[src/rtl/hubris_dump_pkg.sv]
// hubris_dump_pkg: shared state encoding and sizes for the memory dump streamer.
// Imported by mem_dump_streamer and mem_dump_fifo.
package hubris_dump_pkg;

    typedef enum logic [1:0] {
        IDLE,
        READ,
        DRAIN,
        FINISH
    } dump_state_t;

    localparam int DUMP_WORD_WIDTH = 32;
    localparam int FIFO_DEPTH      = 2;
    localparam int FIFO_CNT_W      = $clog2(FIFO_DEPTH + 1);

endpackage

[src/rtl/mem_dump_fifo.sv]
// mem_dump_fifo: 2-entry valid/ready FIFO carrying {last, word} beats.
// Storage and pointers clear asynchronously so the outputs read 0 in reset.
module mem_dump_fifo
    import hubris_dump_pkg::*;
#(
    parameter int WIDTH = DUMP_WORD_WIDTH + 1
) (
    input  logic                  clk,
    input  logic                  clear_n,
    input  logic                  in_valid,
    output logic                  in_ready,
    input  logic [WIDTH-1:0]      in_data,
    output logic                  out_valid,
    input  logic                  out_ready,
    output logic [WIDTH-1:0]      out_data,
    output logic [FIFO_CNT_W-1:0] count
);

    logic [WIDTH-1:0] slots [FIFO_DEPTH];
    logic             wr_ptr;
    logic             rd_ptr;
    logic             push;
    logic             pop;

    assign in_ready  = (count != FIFO_CNT_W'(FIFO_DEPTH));
    assign out_valid = (count != '0);
    assign out_data  = slots[rd_ptr];
    assign push      = in_valid && in_ready;
    assign pop       = out_valid && out_ready;

    // Ring storage with a single occupancy counter.
    always_ff @(posedge clk or negedge clear_n) begin
        if (!clear_n) begin
            for (int i = 0; i < FIFO_DEPTH; i++) begin
                slots[i] <= '0;
            end
            wr_ptr <= 1'b0;
            rd_ptr <= 1'b0;
            count  <= '0;
        end else begin
            if (push) begin
                slots[wr_ptr] <= in_data;
                wr_ptr        <= ~wr_ptr;
            end
            if (pop) begin
                rd_ptr <= ~rd_ptr;
            end
            count <= count + FIFO_CNT_W'(push) - FIFO_CNT_W'(pop);
        end
    end

endmodule

[src/rtl/mem_dump_streamer.sv]
// mem_dump_streamer: reads words 0..DEPTH_WORDS-1 and streams them out.
// Define MEM_DUMP_CHECKSUM_EN to append a mod-2**32 sum beat after the data.
module mem_dump_streamer
    import hubris_dump_pkg::*;
#(
    parameter int DEPTH_WORDS = 1024,
    parameter int ADDR_WIDTH  = 10
) (
    input  logic                       clk,
    input  logic                       reset,
    input  logic                       start,
    output logic                       mem_rd_en,
    output logic [ADDR_WIDTH-1:0]      mem_rd_addr,
    input  logic [DUMP_WORD_WIDTH-1:0] mem_rd_data,
    output logic                       out_valid,
    input  logic                       out_ready,
    output logic [DUMP_WORD_WIDTH-1:0] out_data,
    output logic                       out_last,
    output logic                       busy,
    output logic                       done
);

    localparam logic [ADDR_WIDTH-1:0] LAST_ADDR = ADDR_WIDTH'(DEPTH_WORDS - 1);
    localparam logic [FIFO_CNT_W:0]   CAP       = (FIFO_CNT_W + 1)'(FIFO_DEPTH);

    dump_state_t                state;
    logic [ADDR_WIDTH-1:0]      addr;
    logic                       inflight;
    logic                       pending;
    logic [FIFO_CNT_W-1:0]      fifo_count;
    logic [FIFO_CNT_W:0]        occ;
    logic                       room;
    logic                       pop;
    logic                       push;
    logic                       fifo_ready;
    logic [DUMP_WORD_WIDTH:0]   push_data;

    assign pop         = out_valid && out_ready;
    assign occ         = {1'b0, fifo_count} + (FIFO_CNT_W + 1)'(pending);
    assign room        = occ < (CAP + (FIFO_CNT_W + 1)'(pop));
    assign mem_rd_en   = (state == READ) && room;
    assign mem_rd_addr = addr;

`ifdef MEM_DUMP_CHECKSUM_EN
    logic                       csum_pend;
    logic                       csum_issue;
    logic                       inflight_csum;
    logic [DUMP_WORD_WIDTH-1:0] csum;

    assign csum_issue = (state == DRAIN) && csum_pend && room;
    assign pending    = inflight || inflight_csum;
    assign push       = pending && fifo_ready;
    assign push_data  = inflight_csum ? {1'b1, csum} : {1'b0, mem_rd_data};

    // Sum returned words and schedule the sum as one extra pseudo-read.
    always_ff @(posedge clk or negedge reset) begin
        if (!reset) begin
            csum          <= '0;
            csum_pend     <= 1'b0;
            inflight_csum <= 1'b0;
        end else begin
            inflight_csum <= csum_issue;
            if (state == IDLE) begin
                csum <= '0;
            end else if (inflight) begin
                csum <= csum + mem_rd_data;
            end
            if (mem_rd_en && addr == LAST_ADDR) begin
                csum_pend <= 1'b1;
            end else if (csum_issue) begin
                csum_pend <= 1'b0;
            end
        end
    end
`else
    logic inflight_last;

    assign pending   = inflight;
    assign push      = inflight && fifo_ready;
    assign push_data = {inflight_last, mem_rd_data};

    // Tag the read of the final address so its beat carries out_last.
    always_ff @(posedge clk or negedge reset) begin
        if (!reset) begin
            inflight_last <= 1'b0;
        end else begin
            inflight_last <= mem_rd_en && (addr == LAST_ADDR);
        end
    end
`endif

    // Dump sequencer; a cleared inflight drops any read returning after reset.
    always_ff @(posedge clk or negedge reset) begin
        if (!reset) begin
            state    <= IDLE;
            addr     <= '0;
            inflight <= 1'b0;
            busy     <= 1'b0;
            done     <= 1'b0;
        end else begin
            inflight <= mem_rd_en;
            done     <= 1'b0;
            unique case (state)
                IDLE: begin
                    if (start) begin
                        state <= READ;
                        busy  <= 1'b1;
                    end
                end
                READ: begin
                    if (mem_rd_en) begin
                        if (addr == LAST_ADDR) begin
                            addr  <= '0;
                            state <= DRAIN;
                        end else begin
                            addr <= addr + 1'b1;
                        end
                    end
                end
                DRAIN: begin
                    if (pop && out_last) begin
                        state <= FINISH;
                        busy  <= 1'b0;
                        done  <= 1'b1;
                    end
                end
                FINISH: begin
                    state <= IDLE;
                end
            endcase
        end
    end

    mem_dump_fifo #(
        .WIDTH(DUMP_WORD_WIDTH + 1)
    ) u_fifo (
        .clk      (clk),
        .clear_n  (reset),
        .in_valid (push),
        .in_ready (fifo_ready),
        .in_data  (push_data),
        .out_valid(out_valid),
        .out_ready(out_ready),
        .out_data ({out_last, out_data}),
        .count    (fifo_count)
    );

endmodule

[config.mk]
export PLATFORM = sky130hd
export DESIGN_NAME = mem_dump_streamer
export DESIGN_NICKNAME = d
export VERILOG_FILES = /design/src/rtl/hubris_dump_pkg.sv /design/src/rtl/mem_dump_fifo.sv /design/src/rtl/mem_dump_streamer.sv
export SDC_FILE = /design/constraint.sdc
export NUM_CORES = 1
export LEC_CHECK = 0
export CORE_ASPECT_RATIO = 1.2
export CORE_MARGIN = 5
export CORE_UTILIZATION = 31
export DETAILED_ROUTE_END_ITERATION = 12
export HOLD_SLACK_MARGIN = 0.03
export PLACE_DENSITY = 0.6
export SYNTH_ARGS = -nofsm -noshare
export SYNTH_HDL_FRONTEND = slang
export SYNTH_SLANG_ARGS = --single-unit
[constraint.sdc]
create_clock -name clk -period 2.82 [get_ports clk]
set_input_delay 0.423 -clock clk [delete_from_list [all_inputs] [get_ports clk]]
set_output_delay 0.423 -clock clk [all_outputs]
set_load 0.01 [all_outputs]
======== Word-level counts from Yosys, hierarchy flattened ========
Index checks and enable logic that the tools add are counted.
word-level totals
  input port bits ......................... 36
  flip-flop bits (word level) ............. 86
operators by class
  reduce and logical (&&, ||, !) cells .... 13
  multiplexer cells ....................... 17
  $lt $le $gt $ge ......................... 4
  bitwise logic cells ..................... 4
  equal/unequal tests ..................... 9
  add/sub/neg operators ................... 5
operators by type and width
  cell                   number
  $mux 33                4
  $bwmux 66              1
  $demux 33 s1           1
  $add 10x1->10 const B  1
  $eq 10x10->1 const B   1
  $mux 10                1
  $mux 2                 4
  $ne 2x2->1 const B     4
  $pmux 2 s4             1
  $logic_and 1x1->1      7
  $eq 2x2->1 const B     2
  $ge 2x2->1 const B     2
  $mux 1                 4
  $not 1->2              2
  $reduce_and 4->1       1
  $reduce_bool 2->1      2
  $add 2x1->3            1
  $add 2x1->3 const A    1
  $lt 3x3->1             1
  $reduce_and 3->1       1
  $add 2x1->2            1
  $eq 2x1->1 const B     1
  $logic_not 2->1        1
  $lt 2x1->1 const B     1
  other kinds (5)        6

======== Depth between registers and ports, before layout ========
  word-level depth ........................ 7
  depth in mapped cells ................... 9
  depth with buffers taken out ............ 8

======== By module ========
A second synthesis with hierarchy kept.
second synthesis, totals
  cells, all modules ...................... 274
  area total of the unflattened synthesis .. 4,204.0 sq um
modules (own cells, without submodules)
  module             cells an instance  instances  area an instance (sq um)
  mem_dump_fifo      195                1          3,374.5
  mem_dump_streamer  79                 1          829.5

======== Least setup slack after synthesis ========
No wires, ideal clock.
  path type ............................... reg2out
  from .................................... register u_fifo.count[0]
  to ...................................... output mem_rd_en
  setup slack ............................. 0.953 ns
  data arrival time ....................... 1.444 ns
  cell stages (with the launch flop) ...... 8
  data required time ...................... 2.397 ns
  cells stage by stage .................... dfrtp_1 -> ha_1 -> ha_1 -> nor2_1 -> a21oi_2 -> or2_1 -> buf_6 -> inv_8
on the way
  longest elaborated chain between the ends .. 5
RTL lines
  item                      line                     RTL
  start: declaration        mem_dump_fifo.sv:16      output logic [FIFO_CNT_W-1:0] count
  start signal: assignment  mem_dump_fifo.sv:48      count <= count + FIFO_CNT_W'(push) - FIFO_CNT_W'(pop);
  $reduce_bool 2->1         mem_dump_fifo.sv:26      assign out_valid = (count != '0);
  $logic_and 1x1->1         mem_dump_streamer.sv:38  assign pop = out_valid && out_ready;
  $add 2x1->3               mem_dump_streamer.sv:40  assign room = occ < (CAP + (FIFO_CNT_W + 1)'(pop));
  $lt 3x3->1 *              mem_dump_streamer.sv:40
  $logic_and 1x1->1 *       mem_dump_streamer.sv:41  assign mem_rd_en = (state == READ) && room;
  end: declaration          mem_dump_streamer.sv:12  output logic mem_rd_en,
Every way passes the cells marked *; elsewhere a longest branch is shown, timed or not.

======== Final worst setup path ========
  from .................................... register u_fifo.rd_ptr
  to ...................................... output out_last
on the way
  longest elaborated chain between the ends .. 4
RTL lines
  item                                        line                     RTL
  start: declaration                          mem_dump_fifo.sv:21      logic rd_ptr;
  start signal: assignment                    mem_dump_fifo.sv:46      rd_ptr <= ~rd_ptr;
  $not 1->2 (implied by the code)             mem_dump_fifo.sv:27      assign out_data = slots[rd_ptr];
  $mux 33 (implied by the code) (3 in a row)  mem_dump_fifo.sv:27
  end: declaration                            mem_dump_streamer.sv:18  output logic out_last,
No other way between the ends. The select of a mux whose other input is x is not followed.

==> run_results.csv <==
group,metric,value,unit
placed_design,port_buffers,82,
floorplan,die_y,134,um
timing,drv_slew,0,
critical_path,max_stage_delay,0.57,ns
routing,drc,0,
critical_path,cp_cell_sequence,"buf_12 -> mux2_2 -> clkdlybuf4s50_1",
power_and_ir_drop,p_clk_share,19.8,%
yosys,synthCells,279,
job,cap_violations,0,
power_and_ir_drop,powerDensity,1130,mW/mm^2
critical_path,cp_top_family,"buffers and inverters",
yosys,yosysWarnings,0,
timing,tightest_slew,1.11,ns
cells_and_area,utilization,41.9,%
yosys,synth_nets,324,
critical_path,r2r-start,"u_fifo.count[0]",
timing,fin_ws,0.322,ns
floorplan,ios,83,
timing,period_minus_slack,2.50,ns
yosys,async_flop_share,100,%
timing,rsz0062_at_grt,"false",
global_route,gr-total-overflow,0,
yosys,synth_area,0.00396,mm^2
critical_path,crit_type,"flip-flop to primary output",
timing,hold_viol,0,
cells_and_area,fin_cells,534,
critical_path,startpoint_type,"flip-flop",
yosys,yosysSeqAreaShare,54.4,%
yosys,synthFlopType,"dfrtp_1",
cells_and_area,area.growth.synth_to_final,33.4,%
critical_path,critPathRequiredTime,2.40,ns
global_route,grt_pass1_wl,14300,um
cts,worstSkewPairLatency,0.33,ns
yosys,ys_seq_elements,86,
floorplan,core_area,0.0126,mm^2
floorplan,fp.dieArea,0.0151,mm^2
timing,setup_tns,0,ns
routing,drt_iter0_markers,71,
cts,cts_buffers,9,
power_and_ir_drop,ir_worst_vdd,0.000420,V
cts,cts-root-buf,"clkbuf_16",
critical_path,path_buf_inv,2,
floorplan,start_util,31.4,%
routing,ant_nets,0,
power_and_ir_drop,p_seq_share,35.2,%
routing,routed_wl,8350,um
yosys,ys_types,37,
timing,fin_crit_sh,88.6,%
critical_path,cp.depth,3,
routing,viasPerCell,4.66,
global_route,grt_max_degree,87,
timing,finalSetupViolCount,0,
yosys,synth_edf_count,0,
floorplan,die_width,113,um
cts,cts_tree,"built",
global_route,track_usage,11.8,%
critical_path,r2r_cells,8,
timing,hold_slack,0.281,ns
placed_design,post-place-ws,0.326,ns
cts,clk_pin_slew,0.06,ns
global_route,antenna_found_initial,0,
cts,cts_setup_buffers,0,
placed_design,hpwl,5660,um
cts,post_cts_resized,0,
status,status,"complete, no violations",
critical_path,slowest_stage,"dfrtp_1",
critical_path,timing.rr.end,"mem_rd_addr[9]",
power_and_ir_drop,p_switching,0.00179,W
global_route,grt_pass1_vias,2798,
cells_and_area,fill_cells,1197,
timing,max_freq,400,MHz
critical_path,ff2ff_setup_slack,0.84,ns
timing,skew,0.00578,ns
cts,ctsHoldBuffers,0,
cts,cts.path.max_buffers,2,
power_and_ir_drop,switching_share,30.0,%
placed_design,dp_cells,518,
critical_path,end_kind,"primary output",
critical_path,arrival,2.08,ns
power_and_ir_drop,power_leakage,2.24,nW
cells_and_area,final_nets,410,
placed_design,gp_congestion,0.793,
yosys,syn_avg_cell_area,14.2,um^2
routing,num_vias,2489,
power_and_ir_drop,p_int,0.00418,W
routing,firstDrtPassIters,4,
cells_and_area,drive_gt1_share,37.0,%
cells_and_area,n_antenna_cell,0,
min_path,holdCritPathClass,"input port to asynchronous set/reset pin",
routing,routedWlPerCell,15.6,um
critical_path,crit_fanout,28,
timing,max_slew_margin,25.9,%
cts,cts.sinks,86,
power_and_ir_drop,pwr-share-comb,45.0,%
floorplan,fp-row-count,45,
cts,htree_levels,3,
[through the flow]
stage / instance area [um^2] / total power [W]
2_1_floorplan: 3960 / 0.00366
3_3_place_gp: 4970 / 0.00478
3_5_place_dp: 4970 / 0.00485
4_1_cts: 5280 / 0.00608
5_1_grt: 5280 / 0.00641
6_report: 5280 / 0.00597
[state kept, by name (all words and copies together), names as in the netlist]
signal         count
busy               1
done               1
u_fifo.wr_ptr      1
state              2
u_fifo.count       2
inflight_last      1
inflight           1
u_fifo.slots      66
u_fifo.rd_ptr      1
mem_rd_addr       10
[synth_stat cells, types with 3 or more instances]
master	count	share of area, %
xnor2_1	6	1.3
dfrtp_1	86	54
buf_2	7	0.88
and3_1	5	0.79
nand2_1	9	0.85
buf_6	4	1.1
o21ai_0	8	1.0
nor2_1	6	0.57
inv_1	7	0.66
ha_1	9	2.8
a21oi_1	3	0.38
mux2_2	99	28
nand3_1	3	0.38
[layer usage]
| layer | share of wire, % | GRT usage (%) | routed length, um |
|---|---|---|---|
| met1 | 46 | 15.6 | 3820 |
| met4 | 1.0 | 3.41 | 86 |
| met2 | 48 | 18.8 | 4010 |
| met3 | 5.2 | 3.43 | 437 |
| met5 | 0 | 0 | 0 |
[cell type report]
| class | instances | area, um^2 | share of cell area, % |
|---|---|---|---|
| sequential | 86 | 2150 | 40.7 |
| multi-input combinational | 173 | 1690 | 32.1 |
| timing repair buffer | 86 | 888 | 16.8 |
| clock buffer | 12 | 256 | 4.86 |
| tap | 164 | 205 | 3.89 |
| clock inverter | 4 | 45.0 | 0.853 |
| inverter | 9 | 41.3 | 0.782 |
[cells by family after synthesis]
| logic type | Yosys count | share of synthesized area (%) |
|---|---|---|
| AO/OA/AOI/OAI | 19 | 3.76 |
| XOR/XNOR | 8 | 1.96 |
| adder cells (fa/ha/maj) | 9 | 2.84 |
| buffers and inverters | 20 | 3.07 |
| flip-flops | 86 | 54.4 |
| multiplexers | 100 | 28.5 |
| AND/OR/NAND/NOR | 37 | 5.47 |
[power by group through the flow]
stage                     Clock, W  Combinational [W]  Sequential [W]
after floorplan                  0            0.00163         0.00203
after global placement           0            0.00269         0.00209
after detailed placement         0            0.00272         0.00213
after CTS                  0.00123            0.00274         0.00210
after global routing       0.00128            0.00295         0.00218
final                      0.00118            0.00269         0.00210
[cells in the final DEF, fill, tap and decap left out, types with 5 or more instances in the layout]
master            n
clkdlybuf4s50_1  80
nand2_1           9
xnor2_1           6
ha_1              9
nor2_1            6
o21ai_0           8
clkbuf_16         9
inv_1             7
dfrtp_1          86
and3_1            5
mux2_2           99
[worst max-delay path by stage]
| stage | start | endpoint | slack [ns] |
|---|---|---|---|
| after global routing | u_fifo.rd_ptr | out_last | 0.23 |
| after detailed placement | out_ready | mem_rd_en | 0.33 |
| after CTS | u_fifo.count[0] | mem_rd_en | 0.04 |
| after floorplan | u_fifo.count[0] | mem_rd_en | 0.95 |
| after global placement | out_ready | mem_rd_en | 0.32 |
| final | u_fifo.rd_ptr | out_last | 0.32 |
Note: power is estimated with default switching activity, not from simulation.
